$ cat src/rtl/wb_initiator.sv
// -----------------------------------------------------------------------------
// wb_initiator
//
// Wishbone classic initiator. It turns each load/store request from a core-side
// valid/ready port into exactly one Wishbone transfer.
//   - Stores: the right-aligned write data is replicated across the byte lanes,
//     and sel_o marks the lanes the responder must write.
//   - Loads: the addressed byte or half-word is extracted from dat_i and then
//     zero- or sign-extended.
//   - Misaligned or reserved-size requests get an error response. No bus cycle
//     is issued for them.
//   - A transfer that sees no ack for TIMEOUT cycles is abandoned with an error.
//
// Parameters
//   A_WIDTH       word-address width on the bus (byte address is A_WIDTH+2)
//   TIMEOUT       BUS-state cycles without ack before giving up (>= 1)
//
// Ports
//   clk_i         clock, rising edge
//   rst_i         synchronous active-high reset
//   req_valid_i   core request valid
//   req_ready_o   initiator can accept a request (high only in IDLE)
//   req_addr_i    byte address
//   req_we_i      1 = store, 0 = load
//   req_size_i    00 byte, 01 half, 10 word, 11 reserved
//   req_signed_i  sign-extend the load result (ignored for word loads)
//   req_wdata_i   right-aligned store data
//   resp_valid_o  one-cycle response strobe
//   resp_data_o   right-aligned, extended load data; 0 for stores and errors
//   resp_err_o    misaligned / reserved size / timeout
//   adr_o         Wishbone word address
//   dat_o         Wishbone write data
//   dat_i         Wishbone read data
//   sel_o         Wishbone byte lane selects
//   we_o          Wishbone write enable
//   stb_o         Wishbone strobe
//   cyc_o         Wishbone cycle (always equal to stb_o)
//   ack_i         Wishbone acknowledge
// -----------------------------------------------------------------------------
module wb_initiator #(
  parameter int A_WIDTH = 8,
  parameter int TIMEOUT = 15
) (
  input  logic               clk_i,
  input  logic               rst_i,
  input  logic               req_valid_i,
  output logic               req_ready_o,
  input  logic [A_WIDTH+1:0] req_addr_i,
  input  logic               req_we_i,
  input  logic [1:0]         req_size_i,
  input  logic               req_signed_i,
  input  logic [31:0]        req_wdata_i,
  output logic               resp_valid_o,
  output logic [31:0]        resp_data_o,
  output logic               resp_err_o,
  output logic [A_WIDTH-1:0] adr_o,
  output logic [31:0]        dat_o,
  input  logic [31:0]        dat_i,
  output logic [3:0]         sel_o,
  output logic               we_o,
  output logic               stb_o,
  output logic               cyc_o,
  input  logic               ack_i
);

  // The counter only has to reach TIMEOUT-1. The increment in the final BUS
  // cycle may wrap, but RESP clears the counter before it is used again.
  localparam int CNT_W = (TIMEOUT > 1) ? $clog2(TIMEOUT) : 1;
  localparam logic [CNT_W-1:0] CNT_LAST = CNT_W'(TIMEOUT - 1);
  localparam logic [CNT_W-1:0] CNT_ONE  = CNT_W'(1);
  localparam logic [CNT_W-1:0] CNT_ZERO = CNT_W'(0);

  localparam logic [1:0] SZ_BYTE = 2'b00;
  localparam logic [1:0] SZ_HALF = 2'b01;
  localparam logic [1:0] SZ_WORD = 2'b10;

  typedef enum logic [1:0] {
    ST_IDLE = 2'b00,
    ST_BUS  = 2'b01,
    ST_RESP = 2'b10
  } state_t;

  state_t           state_r;
  logic [CNT_W-1:0] cnt_r;
  logic [1:0]       size_r;
  logic [1:0]       off_r;
  logic             signed_r;

  // Byte lane selects for a given size and byte offset. Half-words are
  // always aligned when this is used, so the shift only ever gives 0011 or 1100.
  function automatic logic [3:0] lane_sel(input logic [1:0] size,
                                          input logic [1:0] off);
    logic [3:0] sel;
    case (size)
      SZ_BYTE: sel = 4'b0001 << off;
      SZ_HALF: sel = 4'b0011 << off;
      SZ_WORD: sel = 4'b1111;
      default: sel = 4'b0000;
    endcase
    return sel;
  endfunction

  // Replicate right-aligned store data so every selected lane carries it.
  function automatic logic [31:0] lane_data(input logic [1:0]  size,
                                            input logic [31:0] wdata);
    logic [31:0] d;
    case (size)
      SZ_BYTE: d = {4{wdata[7:0]}};
      SZ_HALF: d = {2{wdata[15:0]}};
      SZ_WORD: d = wdata;
      default: d = 32'h0000_0000;
    endcase
    return d;
  endfunction

  // A request is rejected for a reserved size, or when it is not naturally aligned.
  function automatic logic req_bad(input logic [1:0] size,
                                   input logic [1:0] off);
    logic bad;
    case (size)
      SZ_BYTE: bad = 1'b0;
      SZ_HALF: bad = off[0];
      SZ_WORD: bad = (off != 2'b00);
      default: bad = 1'b1;
    endcase
    return bad;
  endfunction

  // Pull the addressed byte or half-word out of the read word, then extend it.
  function automatic logic [31:0] load_extract(input logic [1:0]  size,
                                               input logic [1:0]  off,
                                               input logic        sgn,
                                               input logic [31:0] data);
    logic [7:0]  b;
    logic [15:0] h;
    logic [31:0] r;
    b = data[{off, 3'b000} +: 8];
    h = off[1] ? data[31:16] : data[15:0];
    case (size)
      SZ_BYTE: r = {{24{sgn & b[7]}}, b};
      SZ_HALF: r = {{16{sgn & h[15]}}, h};
      SZ_WORD: r = data;
      default: r = 32'h0000_0000;
    endcase
    return r;
  endfunction

  // Transfer FSM: request accept, bus phase with timeout, one-cycle response.
  always_ff @(posedge clk_i) begin
    if (rst_i) begin
      state_r      <= ST_IDLE;
      cnt_r        <= CNT_ZERO;
      size_r       <= 2'b00;
      off_r        <= 2'b00;
      signed_r     <= 1'b0;
      req_ready_o  <= 1'b1;
      resp_valid_o <= 1'b0;
      resp_data_o  <= 32'h0000_0000;
      resp_err_o   <= 1'b0;
      adr_o        <= {A_WIDTH{1'b0}};
      dat_o        <= 32'h0000_0000;
      sel_o        <= 4'b0000;
      we_o         <= 1'b0;
      stb_o        <= 1'b0;
      cyc_o        <= 1'b0;
    end else begin
      case (state_r)
        ST_IDLE: begin
          stb_o        <= 1'b0;
          cyc_o        <= 1'b0;
          resp_valid_o <= 1'b0;
          cnt_r        <= CNT_ZERO;
          if (req_valid_i) begin
            req_ready_o <= 1'b0;
            size_r      <= req_size_i;
            off_r       <= req_addr_i[1:0];
            signed_r    <= req_signed_i;
            if (req_bad(req_size_i, req_addr_i[1:0])) begin
              // Rejected requests go straight to the response and never touch the bus.
              resp_valid_o <= 1'b1;
              resp_err_o   <= 1'b1;
              resp_data_o  <= 32'h0000_0000;
              state_r      <= ST_RESP;
            end else begin
              adr_o   <= req_addr_i[A_WIDTH+1:2];
              dat_o   <= lane_data(req_size_i, req_wdata_i);
              sel_o   <= lane_sel(req_size_i, req_addr_i[1:0]);
              we_o    <= req_we_i;
              stb_o   <= 1'b1;
              cyc_o   <= 1'b1;
              state_r <= ST_BUS;
            end
          end else begin
            req_ready_o <= 1'b1;
            state_r     <= ST_IDLE;
          end
        end

        ST_BUS: begin
          cnt_r <= cnt_r + CNT_ONE;
          if (ack_i) begin
            // An ack in the same cycle as the timeout wins.
            stb_o        <= 1'b0;
            cyc_o        <= 1'b0;
            resp_valid_o <= 1'b1;
            resp_err_o   <= 1'b0;
            resp_data_o  <= we_o ? 32'h0000_0000
                                 : load_extract(size_r, off_r, signed_r, dat_i);
            state_r      <= ST_RESP;
          end else if (cnt_r == CNT_LAST) begin
            stb_o        <= 1'b0;
            cyc_o        <= 1'b0;
            resp_valid_o <= 1'b1;
            resp_err_o   <= 1'b1;
            resp_data_o  <= 32'h0000_0000;
            state_r      <= ST_RESP;
          end else begin
            stb_o   <= 1'b1;
            cyc_o   <= 1'b1;
            state_r <= ST_BUS;
          end
        end

        ST_RESP: begin
          // A trailing registered ack may land here; RESP never looks at ack_i.
          stb_o        <= 1'b0;
          cyc_o        <= 1'b0;
          resp_valid_o <= 1'b0;
          req_ready_o  <= 1'b1;
          cnt_r        <= CNT_ZERO;
          state_r      <= ST_IDLE;
        end

        default: begin
          stb_o        <= 1'b0;
          cyc_o        <= 1'b0;
          resp_valid_o <= 1'b0;
          req_ready_o  <= 1'b1;
          cnt_r        <= CNT_ZERO;
          state_r      <= ST_IDLE;
        end
      endcase
    end
  end

endmodule

$ cat config.mk
export PLATFORM = sky130hd
export DESIGN_NAME = wb_initiator
export DESIGN_NICKNAME = d
export VERILOG_FILES = /design/src/rtl/wb_initiator.sv
export SDC_FILE = /design/constraint.sdc
export NUM_CORES = 1
export LEC_CHECK = 0
export CAP_MARGIN = 10
export CELL_PAD_IN_SITES_DETAIL_PLACEMENT = 2
export CELL_PAD_IN_SITES_GLOBAL_PLACEMENT = 2
export CORE_MARGIN = 3
export CORE_UTILIZATION = 24
export CTS_CLUSTER_DIAMETER = 50
export DETAILED_ROUTE_END_ITERATION = 10
export GPL_TIMING_DRIVEN = 0
export PLACE_DENSITY_LB_ADDON = 0.12
export SLEW_MARGIN = 40
export SYNTH_ARGS = -nofsm -noshare
export SYNTH_HDL_FRONTEND = slang
export SYNTH_SLANG_ARGS = --single-unit
export TNS_END_PERCENT = 30
$ cat constraint.sdc
create_clock -name clk_i -period 2.5 [get_ports clk_i]
set_clock_uncertainty 0.1 [all_clocks]
set_input_delay 0.5 -clock clk_i [delete_from_list [all_inputs] [get_ports clk_i]]
set_output_delay 0.5 -clock clk_i [all_outputs]
set_load 0.01 [all_outputs]
==> impl_results.html, run 1 <==
<table>
<tr><th>Metric</th><th>Value</th></tr>
<tr><th colspan="2">STA</th></tr>
<tr><td>Worst Tran Pin Value</td><td>0.611 ns</td></tr>
<tr><td>Remaining max-slew budget at the tightest pin</td><td>59.3%</td></tr>
<tr><td>Maximum frequency from static timing analysis</td><td>432 MHz</td></tr>
<tr><td>Count of final max-slew check failures</td><td>0</td></tr>
<tr><td>Setup-failing EPs final</td><td>0</td></tr>
<tr><td>Unrepaired setup endpoints after global routing</td><td>no</td></tr>
<tr><td>Portion of the clock cycle consumed by the worst path in the final layout</td><td>92.5%</td></tr>
<tr><td>Number of hold violations in the final report</td><td>0</td></tr>
<tr><td>Clock period minus worst slack</td><td>2.31 ns</td></tr>
<tr><td>Post-route worst hold slack</td><td>0.362 ns</td></tr>
<tr><th colspan="2">Layout</th></tr>
<tr><td>Fraction of layout instances using a drive strength above 1</td><td>10.0%</td></tr>
<tr><td>Area grow syn2layout</td><td>53.6%</td></tr>
<tr><td>Number of standard cells in the final layout excluding fillers</td><td>836</td></tr>
<tr><td>Number of inserted diodes</td><td>0</td></tr>
<tr><td>Post-layout nets</td><td>699</td></tr>
<tr><td>Highest-count cells in the layout ignoring fill and taps</td><td>sky130_fd_sc_hd__clkdlybuf4s50_1, sky130_fd_sc_hd__dfxtp_1, sky130_fd_sc_hd__nand2_1</td></tr>
<tr><td>Final design utilization</td><td>38.3%</td></tr>
<tr><td>Leading cell type in the layout, fill and taps excluded</td><td>sky130_fd_sc_hd__clkdlybuf4s50_1</td></tr>
<tr><th colspan="2">Die</th></tr>
<tr><td>Core Region</td><td>16200 µm²</td></tr>
<tr><td>Die area</td><td>18400 µm²</td></tr>
<tr><td>Number of rows in the core area</td><td>46</td></tr>
<tr><td>Starting density of the core</td><td>24.9%</td></tr>
<tr><td>Chip height</td><td>136 µm</td></tr>
<tr><td>Die Wd</td><td>136 µm</td></tr>
<tr><td># IOs</td><td>164</td></tr>
<tr><th colspan="2">Setup path</th></tr>
<tr><td>Worst reg-to-reg path cell count</td><td>5</td></tr>
<tr><td>Critical Setup Path Class</td><td>in2reg</td></tr>
<tr><td>Worst flop-to-flop path startpoint</td><td>off_r[1]</td></tr>
<tr><td>R2r setup slk</td><td>0.46 ns</td></tr>
<tr><td>Total buffers and inverters traversed by the critical path</td><td>2</td></tr>
<tr><td>Reg-to-reg endpoint</td><td>resp_data_o[18]</td></tr>
<tr><td>Maximum single-stage delay on the critical path</td><td>0.57 ns</td></tr>
<tr><td>Data required time of the critical path</td><td>2.62 ns</td></tr>
<tr><td>Critical Path Start Type</td><td>input pin</td></tr>
<tr><td>Category of the worst setup path capture point</td><td>flop</td></tr>
<tr><td>Largest fanout on the critical path</td><td>10</td></tr>
<tr><td>Crit-path slowest cell</td><td>sky130_fd_sc_hd__clkdlybuf4s50_1</td></tr>
<tr><td>Family with the most delay on the worst path</td><td>buffers and inverters</td></tr>
<tr><td>Arrival time reported for the critical path endpoint</td><td>2.43 ns</td></tr>
<tr><td>Cells along the critical path</td><td>clkdlybuf4s50_1 &gt; nor3_2 &gt; o21ai_2 &gt; clkbuf_2 &gt; a221oi_1 &gt; nor3_1</td></tr>
<tr><th colspan="2">Route</th></tr>
<tr><td>Number of routed nets with antenna violations</td><td>0</td></tr>
<tr><td>Via density per instance</td><td>4.87</td></tr>
<tr><td>Vias</td><td>4069</td></tr>
<tr><td>Routed length per instance</td><td>19.6 µm</td></tr>
<tr><td>Initial DRC count</td><td>142</td></tr>
<tr><td>Number of iterations in the first detailed-routing pass</td><td>4</td></tr>
<tr><td>Final routed wirelength across all metal layers</td><td>16400 µm</td></tr>
<tr><td>DRC Markers</td><td>0</td></tr>
<tr><th colspan="2">Clocking</th></tr>
<tr><td>Later-pin clock latency in the skew report</td><td>0.35 ns</td></tr>
<tr><td>Count of cells resized by post-cts repair</td><td>0</td></tr>
<tr><td>Clk Tree Root Cell</td><td>sky130_fd_sc_hd__clkbuf_16</td></tr>
<tr><td>Number of buffers inserted by post-CTS setup repair</td><td>0</td></tr>
<tr><td>CTS hold repair buffers</td><td>0</td></tr>
<tr><td>Clock tree from TritonCTS</td><td>yes</td></tr>
<tr><td>CTS H-Tree Depth</td><td>3</td></tr>
<tr><td>Clock sink total</td><td>91</td></tr>
<tr><td>Maximum buffer depth of the clock tree</td><td>2</td></tr>
<tr><td>Number of buffers inserted during clock tree synthesis</td><td>9</td></tr>
<tr><td>Clock slew seen by the registers of the worst setup and hold paths</td><td>0.07 ns</td></tr>
<tr><th colspan="2">Global route</th></tr>
<tr><td>Via count of the first global-routing pass</td><td>4468</td></tr>
<tr><td>Overall track demand over capacity in global routing</td><td>17.9%</td></tr>
<tr><td>Number of antenna violations at the first check in global routing</td><td>0</td></tr>
<tr><td>Pin count of the biggest net entering global routing</td><td>17</td></tr>
<tr><td>First-pass GRT wire length</td><td>25400 µm</td></tr>
<tr><td>Total grt overflow</td><td>0</td></tr>
<tr><th colspan="2">Status</th></tr>
<tr><td>Status</td><td>completed</td></tr>
<tr><th colspan="2">Place</th></tr>
<tr><td>Port bufs</td><td>161</td></tr>
<tr><td>Number of cells in the design after placement</td><td>820</td></tr>
<tr><td>Hpwl dp</td><td>13100 µm</td></tr>
<tr><td>Final GP Congestion</td><td>0.885</td></tr>
<tr><th colspan="2">Power</th></tr>
<tr><td>Leakage power summed over all cells</td><td>2.18 nW</td></tr>
<tr><td>Power density normalized to cell area</td><td>587 nW/µm²</td></tr>
<tr><td>Largest vdd supply drop</td><td>326 µV</td></tr>
<tr><th colspan="2">Yosys</th></tr>
<tr><td>Post-synthesis cell count</td><td>443</td></tr>
<tr><td>Synth cell types</td><td>50</td></tr>
<tr><td>Fraction of the yosys area taken by sequential cells</td><td>45.2%</td></tr>
<tr><td>Number of flops mapped to enable cells by yosys</td><td>0</td></tr>
<tr><td>Cell Area, Synth</td><td>4030 µm²</td></tr>
<tr><td>Synth warn</td><td>0</td></tr>
<tr><td>Number of synthesized register bits</td><td>91</td></tr>
<tr><td>Fraction of registers with async set/reset</td><td>0%</td></tr>
<tr><td>Syn Area/Cell</td><td>9.10 µm²</td></tr>
<tr><td>Post-Synthesis Net Count</td><td>527</td></tr>
<tr><td>Leading register cell type out of synthesis</td><td>sky130_fd_sc_hd__dfxtp_1</td></tr>
<tr><th colspan="2">Flow run</th></tr>
<tr><td># Max-Cap Violations</td><td>0</td></tr>
<tr><th colspan="2">Hold path</th></tr>
<tr><td>End point of the worst hold path</td><td>sel_o[3]</td></tr>
<tr><td>Type of the most critical hold path</td><td>reg2reg</td></tr>
<tr><td>Hold Startpoint</td><td>sel_o[3]</td></tr>
<tr><td>Cell depth of the worst hold path</td><td>2</td></tr>
</table>
Yosys cell counts (3+ instances only):
| cell | n | share of area, % |
|---|---|---|
| sky130_fd_sc_hd__clkbuf_1 | 19 | 1.8 |
| sky130_fd_sc_hd__a21oi_1 | 22 | 2.7 |
| sky130_fd_sc_hd__o21ai_0 | 17 | 2.1 |
| sky130_fd_sc_hd__nand2_1 | 56 | 5.2 |
| sky130_fd_sc_hd__a221oi_1 | 16 | 3.5 |
| sky130_fd_sc_hd__nand3_1 | 3 | 0.37 |
| sky130_fd_sc_hd__mux2i_1 | 14 | 3.5 |
| sky130_fd_sc_hd__a211oi_1 | 16 | 3.0 |
| sky130_fd_sc_hd__inv_1 | 4 | 0.37 |
| sky130_fd_sc_hd__nor2_1 | 49 | 4.6 |
| sky130_fd_sc_hd__o2bb2ai_1 | 16 | 3.5 |
| sky130_fd_sc_hd__nor3_1 | 29 | 3.6 |
| sky130_fd_sc_hd__nor2b_1 | 5 | 0.78 |
| sky130_fd_sc_hd__a222oi_1 | 7 | 1.7 |
| sky130_fd_sc_hd__buf_4 | 6 | 1.1 |
| sky130_fd_sc_hd__buf_6 | 3 | 0.84 |
| sky130_fd_sc_hd__buf_2 | 9 | 1.1 |
| sky130_fd_sc_hd__dfxtp_1 | 91 | 45 |
| sky130_fd_sc_hd__a22o_1 | 17 | 3.7 |
| sky130_fd_sc_hd__mux2_2 | 10 | 2.8 |
kinds of logic (layout without fill, tap and decap cells):
logic type / Yosys count / in the layout / synth area share [%]
compound gates: 125 / 125 / 23.9
flops: 91 / 91 / 45.2
buf+inv: 43 / 220 / 5.40
xor+xnor: 2 / 2 / 0.434
mux: 26 / 26 / 7.17
fa+ha+maj: 2 / 2 / 0.620
simple gates: 154 / 154 / 17.3
registers in the layout, summed over array words and instances (netlist names):
name and count:
state_r 2, we_o 1, dat_o 32, adr_o 8
resp_valid_o 1, req_ready_o 1, sel_o 4, cnt_r 4
off_r 2, resp_err_o 1, resp_data_o 32, signed_r 1
size_r 2
layer usage:
metal	global-route usage, %	up-vias	routed length (µm)
met5	0	-	0
met4	5.88	0	292
met3	5.46	17	1100
met2	29.7	107	7910
met1	22.1	1982	7120
li1	-	1963	-
layout make-up:
class	instances	area (µm²)
plain buffers	38	200
clock inverters	7	53.8
clock buffers	9	225
multi-input cells	309	1990
flip-flops and latches	91	1820
repair buffers	161	1610
well taps	216	270
fillers	1785	9980
inverters	5	18.8
how the worst max path moves through the flow:
stage                                 end     startpoint  cells after the start  slack (ns)
after floorplan           resp_data_o[16]          rst_i                      6        0.73
after global placement          dat_o[20]  req_addr_i[0]                      6       -0.22
after detailed placement        dat_o[20]  req_addr_i[0]                      6       -0.28
after CTS                       dat_o[20]  req_addr_i[0]                      6        0.12
after global routing             adr_o[7]  req_addr_i[0]                      6        0.01
final                           dat_o[20]  req_addr_i[0]                      6        0.19
per-stage QoR:
stage	area [µm²]	total power [mW]	worst slack (ns)	setup TNS, ns
after floorplan	4030	1.95	0.725	0
after global placement	5910	2.34	-0.220	-4.73
after detailed placement	5910	2.36	-0.282	-7.29
after CTS	6190	3.69	0.119	0
after global routing	6190	3.82	0.0130	0
final	6190	3.63	0.187	0
worst register-to-register path, cell delays in order, from the launching register on:
cell and delay, ns:
sky130_fd_sc_hd__dfxtp_1 0.42, sky130_fd_sc_hd__mux2_2 0.40, sky130_fd_sc_hd__mux2i_2 0.30, sky130_fd_sc_hd__clkbuf_1 0.31, sky130_fd_sc_hd__o21ai_0 0.18, sky130_fd_sc_hd__a22o_1 0.22
where the power goes:
part,switching [mW],internal (mW)
clock,0.632,0.680
sequential,0.0436,1.52
combinational,0.382,0.378
total,1.06,2.58
Power figures use the tool's default switching activity.
==> inputs of run 2 (changes only) <==
--- a/config.mk
+++ b/config.mk
@@ -9,11 +9,13 @@
 export CELL_PAD_IN_SITES_DETAIL_PLACEMENT = 2
 export CELL_PAD_IN_SITES_GLOBAL_PLACEMENT = 2
 export CORE_MARGIN = 3
-export CORE_UTILIZATION = 24
+export CORE_UTILIZATION = 36
 export CTS_CLUSTER_DIAMETER = 50
 export DETAILED_ROUTE_END_ITERATION = 10
+export DONT_BUFFER_PORTS = 1
 export GPL_TIMING_DRIVEN = 0
 export PLACE_DENSITY_LB_ADDON = 0.12
+export RECOVER_POWER = 25
 export SLEW_MARGIN = 40
 export SYNTH_ARGS = -nofsm -noshare
 export SYNTH_HDL_FRONTEND = slang
==> impl_results.html, run 2 (same netlist as run 1, synthesis figures left out) <==
<table>
<tr><th>Metric</th><th>Value</th></tr>
<tr><th colspan="2">Layout</th></tr>
<tr><td>Highest-count cells in the layout ignoring fill and taps</td><td>sky130_fd_sc_hd__dfxtp_1, sky130_fd_sc_hd__nand2_1, sky130_fd_sc_hd__nor2_1</td></tr>
<tr><td>Count of filler cells inserted in the layout</td><td>1246 (-30%)</td></tr>
<tr><td>Post-layout nets</td><td>538 (-23%)</td></tr>
<tr><td>Number of standard cells in the final layout excluding fillers</td><td>598 (-28%)</td></tr>
<tr><td>Area grow syn2layout</td><td>7.88%</td></tr>
<tr><td>Register Area</td><td>1820 µm² (unchanged)</td></tr>
<tr><td>Finished layout cell area</td><td>4350 µm² (-30%)</td></tr>
<tr><td>Final design utilization</td><td>40.0% (+1.7 points)</td></tr>
<tr><td>Leading cell type in the layout, fill and taps excluded</td><td>sky130_fd_sc_hd__dfxtp_1</td></tr>
<tr><td>Biggest regs</td><td>dat_o: 32 flops, resp_data_o: 32 flops, adr_o: 8 flops</td></tr>
<tr><td>Area occupied by multi-input gates</td><td>1980 µm² (-0.75%)</td></tr>
<tr><td>Number of inserted diodes</td><td>0 (unchanged)</td></tr>
<tr><td>Fraction of layout instances using a drive strength above 1</td><td>12.7% (+2.7 points)</td></tr>
<tr><th colspan="2">Clocking</th></tr>
<tr><td>CTS H-Tree Depth</td><td>3 (unchanged)</td></tr>
<tr><td>Clock tree from TritonCTS</td><td>yes</td></tr>
<tr><td>Clock slew seen by the registers of the worst setup and hold paths</td><td>0.09 ns (+0.02 ns)</td></tr>
<tr><td>Count of cells resized by post-cts repair</td><td>0 (unchanged)</td></tr>
<tr><td>Number of buffers inserted by post-CTS setup repair</td><td>0 (unchanged)</td></tr>
<tr><td>Clock sink total</td><td>91 (unchanged)</td></tr>
<tr><td>CTS hold repair buffers</td><td>0 (unchanged)</td></tr>
<tr><td>Maximum buffer depth of the clock tree</td><td>2 (unchanged)</td></tr>
<tr><td>Clk Tree Root Cell</td><td>sky130_fd_sc_hd__clkbuf_8</td></tr>
<tr><td>Number of buffers inserted during clock tree synthesis</td><td>9 (unchanged)</td></tr>
<tr><td>Later-pin clock latency in the skew report</td><td>0.38 ns (+0.03 ns)</td></tr>
<tr><th colspan="2">STA</th></tr>
<tr><td>PnR worst setup slack</td><td>0.348 ns (+0.161 ns)</td></tr>
<tr><td>Portion of the clock cycle consumed by the worst path in the final layout</td><td>86.1% (-6.4 points)</td></tr>
<tr><td>Unrepaired setup endpoints after global routing</td><td>no</td></tr>
<tr><td>Setup-failing EPs final</td><td>0 (unchanged)</td></tr>
<tr><td>Maximum frequency from static timing analysis</td><td>465 MHz (+7.5%)</td></tr>
<tr><td>Clock period minus worst slack</td><td>2.15 ns (-0.161 ns)</td></tr>
<tr><td>Worst Tran Pin Value</td><td>0.574 ns (-0.0369 ns)</td></tr>
<tr><td>Setup TNS Final</td><td>0 ns (unchanged)</td></tr>
<tr><td>Remaining max-slew budget at the tightest pin</td><td>61.7% (+2.5 points)</td></tr>
<tr><td>Post-route worst hold slack</td><td>0.143 ns (-0.219 ns)</td></tr>
<tr><td>Count of final max-slew check failures</td><td>0 (unchanged)</td></tr>
<tr><td>Number of hold violations in the final report</td><td>0 (unchanged)</td></tr>
<tr><th colspan="2">Die</th></tr>
<tr><td>Number of rows in the core area</td><td>38 (-17%)</td></tr>
<tr><td>Core Region</td><td>10900 µm² (-33%)</td></tr>
<tr><td>Die area</td><td>12500 µm² (-32%)</td></tr>
<tr><td>Chip height</td><td>112 µm (-18%)</td></tr>
<tr><td>Starting density of the core</td><td>37.0% (+12 points)</td></tr>
<tr><td># IOs</td><td>164 (unchanged)</td></tr>
<tr><td>Die Wd</td><td>112 µm (-18%)</td></tr>
<tr><th colspan="2">Hold path</th></tr>
<tr><td>Type of the most critical hold path</td><td>in2reg</td></tr>
<tr><td>End point of the worst hold path</td><td>adr_o[7]</td></tr>
<tr><td>Hold Startpoint</td><td>req_addr_i[9]</td></tr>
<tr><td>Cell depth of the worst hold path</td><td>2 (unchanged)</td></tr>
<tr><th colspan="2">Global route</th></tr>
<tr><td>First-pass GRT wire length</td><td>21500 µm (-15%)</td></tr>
<tr><td>Overall track demand over capacity in global routing</td><td>21.8% (+4.0 points)</td></tr>
<tr><td>Via count of the first global-routing pass</td><td>3840 (-14%)</td></tr>
<tr><td>Total grt overflow</td><td>0 (unchanged)</td></tr>
<tr><td>Pin count of the biggest net entering global routing</td><td>15 (-2)</td></tr>
<tr><td>Number of antenna violations at the first check in global routing</td><td>0 (unchanged)</td></tr>
<tr><th colspan="2">Setup path</th></tr>
<tr><td>Arrival time reported for the critical path endpoint</td><td>2.37 ns (-0.06 ns)</td></tr>
<tr><td>Critical Setup Path Class</td><td>reg2reg</td></tr>
<tr><td>Largest fanout on the critical path</td><td>10 (unchanged)</td></tr>
<tr><td>Critical Path Start Type</td><td>flop</td></tr>
<tr><td>Worst reg-to-reg path cell count</td><td>6 (+1)</td></tr>
<tr><td>Data required time of the critical path</td><td>2.72 ns (+0.10 ns)</td></tr>
<tr><td>Worst flop-to-flop path startpoint</td><td>state_r[0]</td></tr>
<tr><td>Category of the worst setup path capture point</td><td>flop</td></tr>
<tr><td>Reg-to-reg endpoint</td><td>resp_data_o[19]</td></tr>
<tr><td>R2r setup slk</td><td>0.35 ns (-0.11 ns)</td></tr>
<tr><th colspan="2">Place</th></tr>
<tr><td>Final GP Congestion</td><td>0.776 (-12%)</td></tr>
<tr><td>Hpwl dp</td><td>10700 µm (-19%)</td></tr>
<tr><td>Number of cells in the design after placement</td><td>583 (-29%)</td></tr>
<tr><td>Port bufs</td><td>0 (-100%)</td></tr>
<tr><td>Placement-stage worst setup slack</td><td>0.283 ns (+0.565 ns)</td></tr>
<tr><td>DP Area</td><td>4210 µm² (-29%)</td></tr>
<tr><th colspan="2">Route</th></tr>
<tr><td>Number of routed nets with antenna violations</td><td>0 (unchanged)</td></tr>
<tr><td>Initial DRC count</td><td>126 (-11%)</td></tr>
<tr><td>Number of iterations in the first detailed-routing pass</td><td>6 (+2)</td></tr>
<tr><td>Vias</td><td>3494 (-14%)</td></tr>
<tr><td>Final routed wirelength across all metal layers</td><td>13600 µm (-17%)</td></tr>
<tr><td>Via density per instance</td><td>5.84 (+20%)</td></tr>
<tr><td>Routed length per instance</td><td>22.8 µm (+16%)</td></tr>
<tr><td>DRC Markers</td><td>0 (unchanged)</td></tr>
<tr><th colspan="2">Power</th></tr>
<tr><td>Leakage power summed over all cells</td><td>1.53 nW (-30%)</td></tr>
<tr><td>Switching part of the total power</td><td>30.3% (+1.2 points)</td></tr>
<tr><td>Sw Pwr</td><td>0.885 mW (-16%)</td></tr>
<tr><td>Internal cell power</td><td>2.04 mW (-21%)</td></tr>
<tr><td>Portion of total power attributed to combinational logic</td><td>14.9% (-6.0 points)</td></tr>
<tr><td>Power density normalized to cell area</td><td>671 nW/µm² (+14%)</td></tr>
<tr><td>Share of total power in the clock network</td><td>30.2% (-5.9 points)</td></tr>
<tr><td>Largest vdd supply drop</td><td>372 µV (+14%)</td></tr>
<tr><td>Share of power burned in registers</td><td>54.9% (+12 points)</td></tr>
<tr><td>Overall power consumption</td><td>2.92 mW (-20%)</td></tr>
<tr><th colspan="2">Flow run</th></tr>
<tr><td># Max-Cap Violations</td><td>0 (unchanged)</td></tr>
<tr><th colspan="2">Status</th></tr>
<tr><td>Status</td><td>completed</td></tr>
</table>
==> run 2: cell types whose count changed in the layout (fill, tap and decap cells not counted) <==
cell	before	now
sky130_fd_sc_hd__clkinv_4	2	1
sky130_fd_sc_hd__nand2b_4	2	0
sky130_fd_sc_hd__clkbuf_2	1	0
sky130_fd_sc_hd__clkinvlp_4	3	0
sky130_fd_sc_hd__clkinv_2	1	5
sky130_fd_sc_hd__buf_1	2	1
sky130_fd_sc_hd__clkbuf_16	9	0
sky130_fd_sc_hd__nand2b_1	1	3
sky130_fd_sc_hd__inv_6	1	0
sky130_fd_sc_hd__clkdlybuf4s50_1	161	0
sky130_fd_sc_hd__clkbuf_8	0	9
sky130_fd_sc_hd__clkbuf_1	17	19
==> run 2: power by group through the flow <==
stage | clock network, mW | logic (mW) | registers, mW
3_5_place_dp | 0 | 0.443 | 1.64
2_1_floorplan | 0 | 0.338 | 1.62
4_1_cts | 0.917 | 0.445 | 1.61
6_report | 0.883 | 0.435 | 1.60
3_3_place_gp | 0 | 0.422 | 1.64
5_1_grt | 0.978 | 0.491 | 1.61
==> run 2: final cells by class <==
class | count | share of cell area (%)
Buffer | 38 | 4.57
Clock buffer | 9 | 2.85
Clock inverter | 6 | 0.777
Inverter | 5 | 0.431
Multi-Input combinational cell | 309 | 45.5
Sequential cell | 91 | 41.9
Tap cell | 140 | 4.03
==> run 2: worst max-delay path by stage <==
stage                             start  cells past startpoint              end
after CTS                    state_r[0]                      7        dat_o[22]
after global placement    req_size_i[0]                      6        dat_o[22]
after global routing         state_r[0]                      6  resp_data_o[30]
final                        state_r[0]                      6  resp_data_o[19]
after detailed placement  req_size_i[0]                      6        dat_o[22]
after floorplan                   rst_i                      6  resp_data_o[16]
==> run 2: routing by layer <==
layer / routed length, µm / track usage (%) / vias up
met4: 228 / 8.11 / 0
met5: 0 / 0 / -
li1: - / - / 1633
met3: 1240 / 8.04 / 13
met2: 6810 / 38.0 / 125
met1: 5350 / 24.3 / 1723
==> run 2: worst max-delay path: stages (launching register included) <==
cell,delay (ns)
sky130_fd_sc_hd__dfxtp_1,0.42
sky130_fd_sc_hd__buf_6,0.16
sky130_fd_sc_hd__nand2b_1,0.10
sky130_fd_sc_hd__nand2b_1,0.29
sky130_fd_sc_hd__a2111oi_4,0.58
sky130_fd_sc_hd__buf_4,0.28
sky130_fd_sc_hd__a22o_1,0.15
==> inputs of run 3 (changes only) <==
--- a/config.mk
+++ b/config.mk
@@ -8,7 +8,7 @@
 export CAP_MARGIN = 10
 export CELL_PAD_IN_SITES_DETAIL_PLACEMENT = 2
 export CELL_PAD_IN_SITES_GLOBAL_PLACEMENT = 2
-export CORE_MARGIN = 3
+export CORE_MARGIN = 2
 export CORE_UTILIZATION = 36
 export CTS_CLUSTER_DIAMETER = 50
 export DETAILED_ROUTE_END_ITERATION = 10
==> constraint.sdc (replaced) <==
create_clock -name clk_i -period 2.5 [get_ports clk_i]
set_clock_uncertainty 0.1 [all_clocks]
set_input_delay 0.75 -clock clk_i [delete_from_list [all_inputs] [get_ports clk_i]]
set_output_delay 0.75 -clock clk_i [all_outputs]
set_load 0.01 [all_outputs]
==> impl_results.html, run 3 (same netlist as run 1, synthesis figures left out) <==
<table>
<tr><th>Metric</th><th>Value</th></tr>
<tr><th colspan="2">Setup path</th></tr>
<tr><td>Critical Path Start Type</td><td>flop</td></tr>
<tr><td>Worst reg-to-reg path cell count</td><td>6 (unchanged)</td></tr>
<tr><td>Data required time of the critical path</td><td>2.69 ns (-0.03 ns)</td></tr>
<tr><td>Cells along the critical path</td><td>buf_6 &gt; nand2b_4 &gt; nand2b_1 &gt; a2111o_1 &gt; clkbuf_1 &gt; o2bb2ai_1</td></tr>
<tr><td>Reg-to-reg endpoint</td><td>resp_data_o[11]</td></tr>
<tr><td>Maximum single-stage delay on the critical path</td><td>0.53 ns (-0.05 ns)</td></tr>
<tr><td>Category of the worst setup path capture point</td><td>flop</td></tr>
<tr><td>Critical Setup Path Class</td><td>reg2reg</td></tr>
<tr><td>R2r setup slk</td><td>0.34 ns (about the same)</td></tr>
<tr><td>Worst flop-to-flop path startpoint</td><td>state_r[0]</td></tr>
<tr><td>Arrival time reported for the critical path endpoint</td><td>2.35 ns (-0.02 ns)</td></tr>
<tr><td>Crit-path slowest cell</td><td>sky130_fd_sc_hd__a2111o_1</td></tr>
<tr><td>Largest fanout on the critical path</td><td>10 (unchanged)</td></tr>
<tr><th colspan="2">STA</th></tr>
<tr><td>Setup TNS Final</td><td>0 ns (unchanged)</td></tr>
<tr><td>Number of hold violations in the final report</td><td>0 (unchanged)</td></tr>
<tr><td>Worst Tran Pin Value</td><td>0.571 ns (-0.00333 ns)</td></tr>
<tr><td>Remaining max-slew budget at the tightest pin</td><td>61.9% (+0.14 points)</td></tr>
<tr><td>Clock period minus worst slack</td><td>2.16 ns (+0.00973 ns)</td></tr>
<tr><td>PnR worst setup slack</td><td>0.338 ns (-0.00973 ns)</td></tr>
<tr><td>Setup-failing EPs final</td><td>0 (unchanged)</td></tr>
<tr><td>Portion of the clock cycle consumed by the worst path in the final layout</td><td>86.5% (+0.39 points)</td></tr>
<tr><td>Count of final max-slew check failures</td><td>0 (unchanged)</td></tr>
<tr><td>Maximum frequency from static timing analysis</td><td>463 MHz (-0.45%)</td></tr>
<tr><td>Unrepaired setup endpoints after global routing</td><td>no</td></tr>
<tr><th colspan="2">Route</th></tr>
<tr><td>Number of iterations in the first detailed-routing pass</td><td>6 (unchanged)</td></tr>
<tr><td>DRC Markers</td><td>0 (unchanged)</td></tr>
<tr><td>Initial DRC count</td><td>197 (+56%)</td></tr>
<tr><td>Number of routed nets with antenna violations</td><td>0 (unchanged)</td></tr>
<tr><td>Via density per instance</td><td>5.80 (-0.69%)</td></tr>
<tr><td>Final routed wirelength across all metal layers</td><td>13700 µm (+0.66%)</td></tr>
<tr><td>Vias</td><td>3464 (-0.86%)</td></tr>
<tr><td>Routed length per instance</td><td>23.0 µm (+0.83%)</td></tr>
<tr><th colspan="2">Clocking</th></tr>
<tr><td>CTS H-Tree Depth</td><td>3 (unchanged)</td></tr>
<tr><td>Clock slew seen by the registers of the worst setup and hold paths</td><td>0.09 ns (about the same)</td></tr>
<tr><td>CTS hold repair buffers</td><td>0 (unchanged)</td></tr>
<tr><td>Clk Tree Root Cell</td><td>sky130_fd_sc_hd__clkbuf_8</td></tr>
<tr><td>Clock tree from TritonCTS</td><td>yes</td></tr>
<tr><td>Clock sink total</td><td>91 (unchanged)</td></tr>
<tr><td>Maximum buffer depth of the clock tree</td><td>2 (unchanged)</td></tr>
<tr><td>Count of cells resized by post-cts repair</td><td>0 (unchanged)</td></tr>
<tr><td>Later-pin clock latency in the skew report</td><td>0.37 ns (about the same)</td></tr>
<tr><td>Number of buffers inserted by post-CTS setup repair</td><td>0 (unchanged)</td></tr>
<tr><td>Number of buffers inserted during clock tree synthesis</td><td>9 (unchanged)</td></tr>
<tr><th colspan="2">Hold path</th></tr>
<tr><td>Type of the most critical hold path</td><td>reg2reg</td></tr>
<tr><td>End point of the worst hold path</td><td>cnt_r[0]</td></tr>
<tr><td>Cell depth of the worst hold path</td><td>1 (-1)</td></tr>
<tr><td>Hold Startpoint</td><td>cnt_r[0]</td></tr>
<tr><th colspan="2">Power</th></tr>
<tr><td>Leakage power summed over all cells</td><td>1.54 nW (+0.31%)</td></tr>
<tr><td>Share of total power in the clock network</td><td>32.6% (+2.4 points)</td></tr>
<tr><td>Switching part of the total power</td><td>29.4% (-0.88 points)</td></tr>
<tr><td>Portion of total power attributed to combinational logic</td><td>14.5% (-0.4 points)</td></tr>
<tr><td>Internal cell power</td><td>2.14 mW (+5.0%)</td></tr>
<tr><td>Share of power burned in registers</td><td>52.9% (-2.0 points)</td></tr>
<tr><td>Power density normalized to cell area</td><td>692 nW/µm² (+3.0%)</td></tr>
<tr><td>Largest vdd supply drop</td><td>286 µV (-23%)</td></tr>
<tr><td>Sw Pwr</td><td>0.892 mW (+0.73%)</td></tr>
<tr><th colspan="2">Layout</th></tr>
<tr><td>Post-layout nets</td><td>538 (unchanged)</td></tr>
<tr><td>Leading cell type in the layout, fill and taps excluded</td><td>sky130_fd_sc_hd__dfxtp_1</td></tr>
<tr><td>Highest-count cells in the layout ignoring fill and taps</td><td>sky130_fd_sc_hd__dfxtp_1, sky130_fd_sc_hd__nand2_1, sky130_fd_sc_hd__nor2_1</td></tr>
<tr><td>Count of filler cells inserted in the layout</td><td>1215 (-2.5%)</td></tr>
<tr><td>Number of inserted diodes</td><td>0 (unchanged)</td></tr>
<tr><td>Finished layout cell area</td><td>4380 µm² (+0.69%)</td></tr>
<tr><td>Fraction of layout instances using a drive strength above 1</td><td>12.7% (+0.028 points)</td></tr>
<tr><td>Area grow syn2layout</td><td>8.63%</td></tr>
<tr><td>Biggest regs</td><td>dat_o: 32 flops, resp_data_o: 32 flops, adr_o: 8 flops</td></tr>
<tr><th colspan="2">Global route</th></tr>
<tr><td>Overall track demand over capacity in global routing</td><td>23.0% (+1.2 points)</td></tr>
<tr><td>Pin count of the biggest net entering global routing</td><td>15 (unchanged)</td></tr>
<tr><td>First-pass GRT wire length</td><td>21000 µm (-2.5%)</td></tr>
<tr><td>Number of antenna violations at the first check in global routing</td><td>0 (unchanged)</td></tr>
<tr><td>Total grt overflow</td><td>0 (unchanged)</td></tr>
<tr><td>Via count of the first global-routing pass</td><td>3867 (+0.70%)</td></tr>
<tr><th colspan="2">Place</th></tr>
<tr><td>Port bufs</td><td>0 (unchanged)</td></tr>
<tr><td>DP Area</td><td>4210 µm² (unchanged)</td></tr>
<tr><td>Final GP Congestion</td><td>0.749 (-3.5%)</td></tr>
<tr><td>Placement-stage worst setup slack</td><td>0.0487 ns (-0.234 ns)</td></tr>
<tr><td>Hpwl dp</td><td>10800 µm (+0.90%)</td></tr>
<tr><th colspan="2">Die</th></tr>
<tr><td># IOs</td><td>164 (unchanged)</td></tr>
<tr><td>Die Wd</td><td>110 µm (-1.8%)</td></tr>
<tr><td>Number of rows in the core area</td><td>38 (unchanged)</td></tr>
<tr><td>Chip height</td><td>110 µm (-1.8%)</td></tr>
<tr><td>Core Region</td><td>10900 µm² (unchanged)</td></tr>
<tr><td>Starting density of the core</td><td>37.0% (unchanged)</td></tr>
<tr><td>Die area</td><td>12100 µm² (-3.5%)</td></tr>
<tr><th colspan="2">Flow run</th></tr>
<tr><td># Max-Cap Violations</td><td>0 (unchanged)</td></tr>
<tr><th colspan="2">Status</th></tr>
<tr><td>Status</td><td>completed</td></tr>
</table>
run 3: worst max-delay path by stage:
| stage | start | end | depth (start not counted) |
|---|---|---|---|
| after CTS | off_r[1] | resp_data_o[30] | 5 |
| after detailed placement | req_size_i[0] | sel_o[0] | 6 |
| after floorplan | rst_i | resp_data_o[16] | 6 |
| after global routing | state_r[0] | resp_data_o[12] | 6 |
| after global placement | req_size_i[0] | dat_o[22] | 6 |
| final | state_r[0] | resp_data_o[11] | 6 |
run 3: power groups by stage:
stage               Clock [mW]  Combinational (mW)  Sequential, mW
global route              1.07               0.490            1.61
global placement             0               0.421            1.64
floorplan                    0               0.338            1.62
detailed placement           0               0.445            1.64
finish                   0.988               0.438            1.60
CTS                       1.02               0.446            1.61
run 3: metal layers:
layer / GRT usage, % / wire length (µm)
met5: 0 / 0
met4: 7.87 / 150
met3: 8.42 / 1290
met2: 41.6 / 6980
met1: 24.6 / 5290
run 3: critical path: cells and delay by family (launching register included):
family | cells | cell delay, ns
flops | 1 | 0.42
compound gates | 2 | 0.77
buf+inv | 2 | 0.44
simple gates | 2 | 0.34
run 3: area by class of cell:
class                           count  area, µm²  area share [%]
Multi-Input combinational cell    309       1990            45.3
Sequential cell                    91       1820            41.6
Buffer                             38        199            4.54
Tap cell                          140        175            4.00
Clock buffer                        9        124            2.83
Clock inverter                      5       56.3            1.29
Inverter                            5       18.8           0.428
run 3: per-stage QoR:
stage / power, mW / std cells / hold slack (ns) / utilization [%]
floorplan: 1.95 / 443 / 0.330 / -
global placement: 2.06 / 583 / 0.344 / 38.6
detailed placement: 2.08 / 583 / 0.386 / 38.6
CTS: 3.07 / 597 / 0.393 / 40.3
global route: 3.18 / 597 / 0.395 / 40.2
finish: 3.03 / 597 / 0.396 / 40.2
